[src/rtl/free_list_pkg.sv]
// Shared types and constants for the physical-register free list.
// The optional retire-to-dispatch forwarding path is selected by FREE_LIST_BYPASS_EN (see free_list.sv).
package free_list_pkg;

   localparam int NUM_PR   = 64;
   localparam int NUM_ARCH = 32;
   localparam int NUM_FREE = NUM_PR - NUM_ARCH;  // must be a power of two
   localparam int NUM_ROB  = 8;

   localparam int PR_W   = $clog2(NUM_PR);
   localparam int ROB_W  = $clog2(NUM_ROB);
   localparam int SLOT_W = $clog2(NUM_FREE);
   localparam int PTR_W  = SLOT_W + 1;

   typedef logic [PR_W-1:0]  PR_IDX_t;
   typedef logic [ROB_W-1:0] ROB_IDX_t;
   typedef logic [PTR_W-1:0] FL_PTR_t;

   localparam PR_IDX_t ZERO_REG = PR_IDX_t'(31);

   typedef struct packed {
      logic     dispatch_en;
      logic     dest_valid;
      ROB_IDX_t ROB_tail_idx;
      logic     retire_en;
      PR_IDX_t  Told_idx;
      logic     rollback_en;
      ROB_IDX_t ROB_rollback_idx;
   } FREE_LIST_PACKET_IN;

   typedef struct packed {
      PR_IDX_t T_idx;
      logic    free_valid;
      FL_PTR_t free_count;
   } FREE_LIST_PACKET_OUT;

   typedef struct packed {
      FL_PTR_t head;
      FL_PTR_t tail;
   } FREE_LIST_PTRS_t;

   // Tail starts one full lap ahead of head: every non-architectural tag is free.
   localparam FREE_LIST_PTRS_t FREE_LIST_RESET = '{head: '0, tail: FL_PTR_t'(NUM_FREE)};
   localparam FL_PTR_t FREE_LIST_BACKUP_RESET  = '0;

   function automatic PR_IDX_t reset_tag(input int slot);
      return PR_IDX_t'(NUM_ARCH + slot);
   endfunction

endpackage

[src/rtl/free_list.sv]
// Circular FIFO of free physical register tags with per-ROB-entry head snapshots for one-cycle rollback.
// Define FREE_LIST_BYPASS_EN to forward a retiring tag straight to dispatch when the list is empty.
module free_list
   import free_list_pkg::*;
(
   input  logic              clock,
   input  logic              reset,
   input  logic              en,
   input  logic              dispatch_en,
   input  logic              dest_valid,
   input  logic [ROB_W-1:0]  ROB_tail_idx,
   input  logic              retire_en,
   input  logic [PR_W-1:0]   Told_idx,
   input  logic              rollback_en,
   input  logic [ROB_W-1:0]  ROB_rollback_idx,
   output logic [PR_W-1:0]   T_idx,
   output logic              free_valid,
   output logic [PTR_W-1:0]  free_count
);

   FREE_LIST_PACKET_IN  pkt_in;
   FREE_LIST_PACKET_OUT pkt_out;

   PR_IDX_t free_array  [NUM_FREE];
   FL_PTR_t backup_head [NUM_ROB];
   FL_PTR_t head;
   FL_PTR_t tail;

   FL_PTR_t count;
   FL_PTR_t head_next;
   PR_IDX_t head_tag;
   logic    push;
   logic    pop;
   logic    bypass;

   assign pkt_in = '{
      dispatch_en:      dispatch_en,
      dest_valid:       dest_valid,
      ROB_tail_idx:     ROB_tail_idx,
      retire_en:        retire_en,
      Told_idx:         Told_idx,
      rollback_en:      rollback_en,
      ROB_rollback_idx: ROB_rollback_idx
   };

   assign count    = tail - head;
   assign head_tag = free_array[head[SLOT_W-1:0]];
   assign push     = pkt_in.retire_en && (pkt_in.Told_idx != ZERO_REG);

`ifdef FREE_LIST_BYPASS_EN
   assign bypass = (count == '0) && push && !pkt_in.rollback_en;
`else
   assign bypass = 1'b0;
`endif

   assign pkt_out.free_valid = (count != '0) || bypass;
   assign pkt_out.T_idx      = bypass ? pkt_in.Told_idx : head_tag;
   assign pkt_out.free_count = count;

   // A rollback squashes the dispatching instruction, so it neither pops nor snapshots.
   assign pop       = pkt_in.dispatch_en && pkt_in.dest_valid && pkt_out.free_valid && !pkt_in.rollback_en;
   assign head_next = head + FL_PTR_t'(pop);

   assign T_idx      = pkt_out.T_idx;
   assign free_valid = pkt_out.free_valid;
   assign free_count = pkt_out.free_count;

   always_ff @(posedge clock) begin
      if (reset) begin
         head <= FREE_LIST_RESET.head;
         tail <= FREE_LIST_RESET.tail;
         for (int i = 0; i < NUM_FREE; i++) begin
            free_array[i] <= reset_tag(i);
         end
         for (int r = 0; r < NUM_ROB; r++) begin
            backup_head[r] <= FREE_LIST_BACKUP_RESET;
         end
      end else if (en) begin
         if (pkt_in.rollback_en) begin
            head <= backup_head[pkt_in.ROB_rollback_idx];
         end else begin
            head <= head_next;
            if (pkt_in.dispatch_en) begin
               backup_head[pkt_in.ROB_tail_idx] <= head_next;
            end
         end
         // Squashed tags between restored head and old head are never reached by tail.
         if (push) begin
            free_array[tail[SLOT_W-1:0]] <= pkt_in.Told_idx;
            tail <= tail + FL_PTR_t'(1);
         end
      end
   end

endmodule

[config.mk]
export PLATFORM = sky130hd
export DESIGN_NAME = free_list
export DESIGN_NICKNAME = d
export VERILOG_FILES = /design/src/rtl/free_list_pkg.sv /design/src/rtl/free_list.sv
export SDC_FILE = /design/constraint.sdc
export NUM_CORES = 1
export LEC_CHECK = 0
export ABC_CLOCK_PERIOD_IN_PS = 3950
export CAP_MARGIN = 20
export CORE_MARGIN = 2
export CORE_UTILIZATION = 62
export CTS_CLUSTER_DIAMETER = 60
export DETAILED_ROUTE_END_ITERATION = 8
export PLACE_DENSITY = 0.8
export SLEW_MARGIN = 30
export SYNTH_ARGS = -nofsm -noshare
export SYNTH_HDL_FRONTEND = slang
export SYNTH_SLANG_ARGS = --single-unit
[constraint.sdc]
create_clock -name clock -period 3.95 [get_ports clock]
set_input_delay 0.5925 -clock clock [delete_from_list [all_inputs] [get_ports clock]]
set_output_delay 0.5925 -clock clock [all_outputs]
set_load 0.01 [all_outputs]
== Word level (Yosys, flattened, before mapping) ==
Memories as Yosys holds them, arrays and structs flattened. A register that Yosys moved wholly into a read port is not among the register bits.
Cells that the tools add are included.

* Bits of input ports: 19
* Logic and storage cells: 37
* Output and inout port bits: 13
* RAM bits: 240
* Memories: 2
* Flip-flop bits (word level): 12

{| class="wikitable"
|+ Memories
! memory !! depth !! bits a word !! rd ports !! clocked after Yosys merged registers in !! write ports !! RTL line !! text
|-
| free_array || 32 || 6 || 1 || 1 || 32 || free_list.sv:24 || <nowiki>PR_IDX_t free_array [NUM_FREE];</nowiki>
|-
| backup_head || 8 || 6 || 1 || 0 || 8 || free_list.sv:25 || <nowiki>FL_PTR_t backup_head [NUM_ROB];</nowiki>
|}

* Muxes and demuxes: 20
* Reductions and logical operators: 9
* Add/subtract/negate cells: 3
* Equality and inequality tests: 1

{| class="wikitable"
|+ Operators by type and width
! cell !! count
|-
| 6-bit two-way mux || 3
|-
| 5-bit two-way mux || 3
|-
| 1-bit two-way mux || 13
|-
| 6-bit OR reduction || 2
|-
| 6-bit by 1-bit adder with 6-bit output || 1
|-
| 6-bit by 1-bit adder with 6-bit output, second input constant || 1
|-
| 6-bit by 5-bit != test with 1-bit output, second input constant || 1
|-
| 6-bit nonzero test || 1
|-
| 6-bit subtractor || 1
|-
| 1-bit logical AND || 4
|-
| 3-bit two-way mux || 1
|-
| 2-bit AND reduction || 1
|-
| 1-bit logical NOT || 1
|}

== Depth between registers and ports, before layout ==
Gate-level depths: netlist (run 1).

* Word-level depth: 8
* Mapped depth: 13
* Mapped depth without buffers: 13

== Least setup slack after synthesis (run 1) ==
No wires, ideal clock.

* Kind: flip-flop to flip-flop
* From: register tail[0]
* To: register with a tool-made name
* Arrival: 3.110 ns
* Buffers on the path: 0
* Data required time: 3.819 ns
* Library setup time: 0.131 ns
* Clock period less this slack: 3.241 ns
* Path slack: 0.709 ns
* Cell stages (with the launch flop): 13
* Path through: dfxtp_1 > inv_1 > ha_1 > fa_1 > inv_1 > or4_1 > mux2i_1 > a41oi_1 > ha_1 > and3_1 > xnor2_1 > o32a_1 > o21ai_0

{| class="wikitable"
|+ RTL lines
! element !! RTL line !! text
|-
| start: declaration || free_list.sv:27 || <nowiki>FL_PTR_t tail;</nowiki>
|-
| start signal: assignment || free_list.sv:71 || <nowiki>tail <= FREE_LIST_RESET.tail;</nowiki>
|-
| start signal: assignment || free_list.sv:90 || <nowiki>tail <= tail + FL_PTR_t'(1);</nowiki>
|}

== Final worst setup path (run 1) ==
* From: register tail[0]
* To: output free_valid

* Cells in the longest elaborated chain, start to end: 2

{| class="wikitable"
|+ RTL lines
! element !! RTL line !! text
|-
| 6-bit subtractor || free_list.sv:46 || <nowiki>assign count = tail - head;</nowiki>
|-
| 6-bit nonzero test || free_list.sv:56 || <nowiki>assign pkt_out.free_valid = (count != '0) || bypass;</nowiki>
|-
| end: declaration || free_list.sv:17 || <nowiki>output logic free_valid,</nowiki>
|}

No other way between the ends.

==> metrics.cfg, run 1 <==
[cells_and_area]
area_growth_pct=11.3
diodes=0
fin_area_um2=13500
fill_cells=1280
layout-drive-gt1-share=0.104
nets=1000
final_util=0.699

[power]
p_sw_mw=1.32
p_comb_frac=0.079
p_leak_nw=4.21
switching_share=0.224
p_int_mw=4.59
cellPowerDensity_nw_per_um2=438
power_frac_seq=0.519
power.total_mw=5.91
power_frac_clock=0.401
irDropWorstVdd_uv=412

[clocking]
clk_latency_ns=0.53
cts.sinks=257
cts.hold.buffers_added=0
clk_pin_slew_worst_paths_ns=0.06
cts.repair.resized=0
root_buffer=clkbuf_16
clockBufferDepth=3
tritoncts=built
htreeDepth=1
postCtsSetupRepairBufs=0
cts_buffers=27

[worst_setup_path]
crit_arrival_ns=3.13
path_common_cell=inv_1
crit_path_max_fanout=5
crit_path_start_kind=flop
critical_path.slowest_cell=or4_1
slowest_delay_ns=0.50
crit_path_end_kind=primary output
worstSetupPathType=flop to primary output
worstPathBufferInverterCount=3
worstPathCellList=inv_1 -> ha_1 -> fa_1 -> inv_1 -> or4_1 -> mux2i_1 -> nand4_1 -> clkdlybuf4s50_1
cp_top_family=adder cells
cp.required_ns=3.36

[sta]
finalSetupViolations=0
tightest_slew_ns=0.967
slew_viol_final=0
hold_viol_final=0
layout_setup_ws_ns=0.229
period_share=0.942
fmax_mhz=269
rsz0062_at_grt=no
tns_ns=0
fin_skew_ns=0.00735
slew_headroom=0.355
fin_crit_ns=3.72

[global_routing]
grt_pass1_wl_um=43000
grt_pass1_vias=7837
grt_overflow_total=0
antenna_found_initial=0
grt_max_degree=52
grt_usage=0.277

[floorplanning]
boundaryPins=32
num_rows=51
start_util=0.628
die_area_um2=20700
coreArea_um2=19300
die_h_um=144
die_x_um=144

[synth]
syn_inst=960
synth_area_leaders=edfxtp_1, mux2i_1, mux4_2
yosysTopAreaCell=edfxtp_1
ys_seq_area_frac=0.622
async_reset_ff_frac=0
yosysMostFrequentCell=edfxtp_1
ys_seq_elements=257
avgSynthCellArea_um2=12.6
ys_warn_count=0
synthesis.nets=991
syn_area_um2=12100
synth_top_area_frac=0.594
synth-main-ff-cell=edfxtp_1
synth.distinct_cells=53
synth_edf_count=240
synthTopCellsByCount=edfxtp_1, nor2_1, nand2_1

[placement]
io_buffers=31
post-place-ws_ns=0.385
dpl_cell_area_um2=12700
gp_congestion=0.830
hpwlAfterDp_um=18400

[routing]
vias=8089
route.detailed.drc=0
wire_per_inst_um=22.5
drt_iter0_markers=887
wl_um=28200
dr.pass1.iters=5
detail-route-antenna-nets=0
viasPerCell=6.45

[job]
max_cap_viol_count=0

[status]
outcome=complete, no violations

[min_path]
min_path_type=flop to flop

registers in the layout, summed over array words and instances, names as in the netlist, named ones only:
register,flops
backup_head,48
tail,6
free_array,192
head,6
through the flow:
step                hold WS, ns  std cells
finish                    0.532       1254
global route              0.579       1254
CTS                       0.537       1254
detailed placement        0.528       1205
global placement          0.524       1205
floorplan                 0.482        960
logic make-up (layout without fill, tap and decap cells):
kind of cell | after synthesis | in the layout | share of synthesized area
and+or+nand+nor | 400 | 400 | 0.155
AOI/OAI and AO/OA | 88 | 88 | 0.0495
muxes | 92 | 92 | 0.117
xor gates and xnor gates | 11 | 11 | 0.00794
DFF | 257 | 257 | 0.622
buffers and inverters | 100 | 129 | 0.0363
adders and majority gates | 12 | 12 | 0.0130
power groups by stage:
stage | Sequential [mW] | Combinational (mW) | Clock [mW]
after floorplan | 3.11 | 0.290 | 0
after global placement | 3.12 | 0.455 | 0
after detailed placement | 3.13 | 0.462 | 0
after CTS | 3.07 | 0.466 | 2.38
after global routing | 3.07 | 0.501 | 2.48
final | 3.07 | 0.469 | 2.37
final timing paths:
| path | endpoint | startpoint | slack (ns) | depth (start not counted) |
|---|---|---|---|---|
| max reg2reg | backup_head[0][5]$_SDFFCE_PN0P_ | tail[0]$_SDFFE_PP0P_ | 0.39 | 12 |
| max | free_valid | tail[0]$_SDFFE_PP0P_ | 0.23 | 8 |
| min reg2reg | tail[5]$_SDFFE_PP1P_ | tail[5]$_SDFFE_PP1P_ | 0.53 | 2 |
| min | tail[5]$_SDFFE_PP1P_ | tail[5]$_SDFFE_PP1P_ | 0.53 | 2 |
layout make-up:
type                    instances  area [µm²]  share of cell area
clock buffers                  39         781              0.0578
flip-flops and latches        257        7550               0.559
well taps                     265         332              0.0245
multi-input cells             603        4150               0.307
inverters                      20        75.1             0.00556
clock inverters                10        53.8             0.00398
repair buffers                 60         566              0.0419
tightest hold or removal path, stage by stage, from the launching register on:
cell and delay (ns):
dfxtp_1 0.33, o31ai_1 0.07, nand3_1 0.08
placed cells by master (no fill, tap or decap), types with 4 or more instances in the layout:
cell,n
buf_4,26
or4_1,4
nand2_1,99
ha_1,11
and3b_1,4
clkbuf_8,6
clkdlybuf4s50_1,31
o21ai_0,23
nor3_1,54
a21oi_1,16
edfxtp_1,240
mux2i_1,54
nand3_1,61
a22o_1,6
dfxtp_1,16
mux4_2,24
inv_1,20
clkinv_2,5
clkbuf_16,27
xnor2_1,8
mux4_1,12
nor2b_1,6
clkbuf_1,6
and2_1,4
nand2b_1,4
o211ai_1,4
or3_1,44
a221oi_1,6
a31oi_1,4
nor2_1,106
a22oi_1,13
routing by layer:
layer / vias up / part of all wire / GRT usage
met2: 533 / 0.49 / 0.464
met4: 0 / 0.036 / 0.104
met5: - / 0 / 0
met1: 3862 / 0.37 / 0.368
met3: 80 / 0.10 / 0.0473
li1: 3614 / - / -
Note: power is estimated with default switching activity, not from simulation.
==> run 2: changes to the inputs <==
Settings changed: SKIP_CTS_REPAIR_TIMING set to 1.
==> results of run 2 <==
Final layout, timing and power as in run 1 (identical DEF).
==> run 3: changes to the inputs <==
Settings changed: ABC_CLOCK_PERIOD_IN_PS 3950 to 4000, CTS_CLUSTER_DIAMETER 60 to 100.
Clock period 3.95 ns to 4 ns, I/O delays scaled along.
==> run 3 against run 2 <==
Clock skew rose by 0.0017 ns. Sequential cell count did not move. Count of clock-buffer cells in the layout fell by 11. Die area did not move. Worst setup slack improved by 0.032 ns. Wire length rose by 0.80%. Global-route usage rose by 0.67 points. Critical endpoint is now T_idx[4]. Largest cell class unchanged. Largest power group unchanged.
==> metrics.cfg, run 3 (synthesis results as in run 1) <==
[status]
outcome=complete, no violations

[sta]
tightest_slew_ns=0.967  ; -0.000405 ns
slew_viol_final=0  ; unchanged
tns_ns=0  ; unchanged
fin_crit_ns=3.74
period_share=0.935
fmax_mhz=267
finalSetupViolations=0  ; unchanged
hold_viol_final=0  ; unchanged
slew_headroom=0.349  ; -0.00583
fin_skew_ns=0.00906  ; +0.00170 ns
rsz0062_at_grt=no

[placement]
io_buffers=31  ; unchanged
hpwlAfterDp_um=18400  ; +0.31%
gp_congestion=0.880  ; +5.9%
dpl_cell_area_um2=12600  ; -0.34%

[routing]
drt_iter0_markers=801  ; -9.7%
wl_um=28400  ; +0.80%
viasPerCell=6.44  ; -0.16%
vias=8044  ; -0.56%
wire_per_inst_um=22.8  ; +1.2%
route.detailed.drc=0  ; unchanged
dr.pass1.iters=5  ; unchanged
detail-route-antenna-nets=0  ; unchanged

[cells_and_area]
nets=995  ; -0.50%
fill_cells=1307  ; +2.1%
layout-drive-gt1-share=0.103  ; -0.00150
final_common_cell=edfxtp_1
top_register=free_array
largest_reg_flops=192  ; unchanged
area_growth_pct=11.1
largest_registers=free_array: 192 flops, backup_head: 48 flops
fin_area_um2=13500  ; -0.18%
layout_common_cells=edfxtp_1, nor2_1, nand2_1, nand3_1
diodes=0  ; unchanged

[worst_setup_path]
crit_path_end_kind=primary output
crit_path_start_kind=flop
ff2ff_setup_slack_ns=0.41  ; +0.02 ns
cp.required_ns=3.40  ; +0.04 ns
worstPathCellList=buf_4 -> mux2i_1 -> a22oi_1 -> nand3_1 -> nand3_1 -> clkdlybuf4s50_1
cp_top_family=buffers and inverters
reg2regPathDepth=12  ; unchanged
path_common_cell=nand3_1
slowest_delay_ns=0.78  ; +0.28 ns
r2r-end=backup_head[1][5]$_SDFFCE_PN0P_
r2r_start=tail[0]$_SDFFE_PP0P_
worstSetupPathType=flop to primary output
worstPathBufferInverterCount=2  ; -1
crit_arrival_ns=3.14  ; about the same
critical_path.slowest_cell=dfxtp_4
crit_path_max_fanout=41  ; +36

[power]
cellPowerDensity_nw_per_um2=438  ; +0.21%
power_frac_seq=0.513  ; -0.006
power.total_mw=5.91  ; about the same
switching_share=0.223  ; -0.00110
p_sw_mw=1.32  ; -0.46%
p_leak_nw=4.19  ; -0.43%
p_int_mw=4.60  ; +0.17%
p_comb_frac=0.077  ; -0.002
irDropWorstVdd_uv=442  ; +7.2%
power_frac_clock=0.410  ; +0.009

[clocking]
clockBufferDepth=3  ; unchanged
tritoncts=built
clk_latency_ns=0.53  ; about the same
root_buffer=clkbuf_16
cts.sinks=257  ; unchanged
htreeDepth=1  ; unchanged
clk_pin_slew_worst_paths_ns=0.06  ; about the same
cts_buffers=26  ; -3.7%

[global_routing]
grt_usage=0.284  ; +0.00672
grt_pass1_vias=7965  ; +1.6%
grt_max_degree=52  ; unchanged
grt_use_met1=0.367  ; -0.00121
grt_overflow_total=0  ; unchanged
busiest_layer=met2
grtUsageMet3=0.0483  ; +0.00100
grt_pass1_wl_um=43900  ; +2.2%
met2_usage=0.489  ; +0.0251
antenna_found_initial=0  ; unchanged

[floorplanning]
die_h_um=144  ; unchanged
num_rows=51  ; unchanged
start_util=0.628  ; unchanged
die_area_um2=20700  ; unchanged
coreArea_um2=19300  ; unchanged
die_x_um=144  ; unchanged
boundaryPins=32  ; unchanged

[min_path]
hold_depth=2  ; unchanged
min_path_type=flop to flop
min_from=tail[5]$_SDFFE_PP1P_
min_delay_worst_endpoint=tail[5]$_SDFFE_PP1P_

[job]
max_cap_viol_count=0  ; unchanged

## run 3: metrics by stage
step                      utilization  worst slack (ns)  std cells  hold WS, ns
after CTS                       0.698             0.248       1249        0.540
final                           0.698             0.261       1249        0.536
after global placement          0.653             0.568       1201        0.518
after global routing            0.698             0.119       1249        0.582
after floorplan                     -             0.759        960        0.482
after detailed placement        0.653             0.451       1201        0.531
## run 3: layout make-up
| cell class | count | area (µm²) | area share |
|---|---|---|---|
| Inverter | 20 | 75.1 | 0.00557 |
| Sequential cell | 257 | 7550 | 0.560 |
| Clock inverter | 20 | 174 | 0.0129 |
| Timing Repair Buffer | 56 | 523 | 0.0388 |
| Multi-Input combinational cell | 603 | 4150 | 0.308 |
| Clock buffer | 28 | 679 | 0.0504 |
| Tap cell | 265 | 332 | 0.0246 |
## run 3: power groups by stage
| stage | registers [mW] | logic [mW] | clock network (mW) |
|---|---|---|---|
| floorplan | 3.07 | 0.286 | 0 |
| global placement | 3.08 | 0.442 | 0 |
| detailed placement | 3.09 | 0.451 | 0 |
| CTS | 3.03 | 0.456 | 2.43 |
| global route | 3.04 | 0.490 | 2.53 |
| finish | 3.03 | 0.457 | 2.42 |
## run 3: worst max path at each step
| stage | start | end | slack [ns] | cells past startpoint |
|---|---|---|---|---|
| after detailed placement | tail[0]$_SDFFE_PP0P_ | backup_head[1][5]$_SDFFCE_PN0P_ | 0.45 | 12 |
| after global placement | tail[0]$_SDFFE_PP0P_ | flop | 0.57 | 13 |
| after global routing | tail[0]$_SDFFE_PP0P_ | free_valid | 0.12 | 8 |
| final | flop | T_idx[4] | 0.26 | 6 |
| after CTS | tail[0]$_SDFFE_PP0P_ | free_valid | 0.25 | 8 |
| after floorplan | tail[0]$_SDFFE_PP0P_ | flop | 0.76 | 12 |
## run 3: routing by layer
metal,share of wire,up-vias
li1,-,3610
met1,0.36,3907
met2,0.51,452
met3,0.097,75
met4,0.035,0
met5,0,-
## run 3: tightest hold or removal path, delay by kind of cell (launching register included)
family | cells | cell delay, ns
flip-flops | 1 | 0.34
AO/OA/AOI/OAI | 1 | 0.08
AND/OR/NAND/NOR | 1 | 0.07
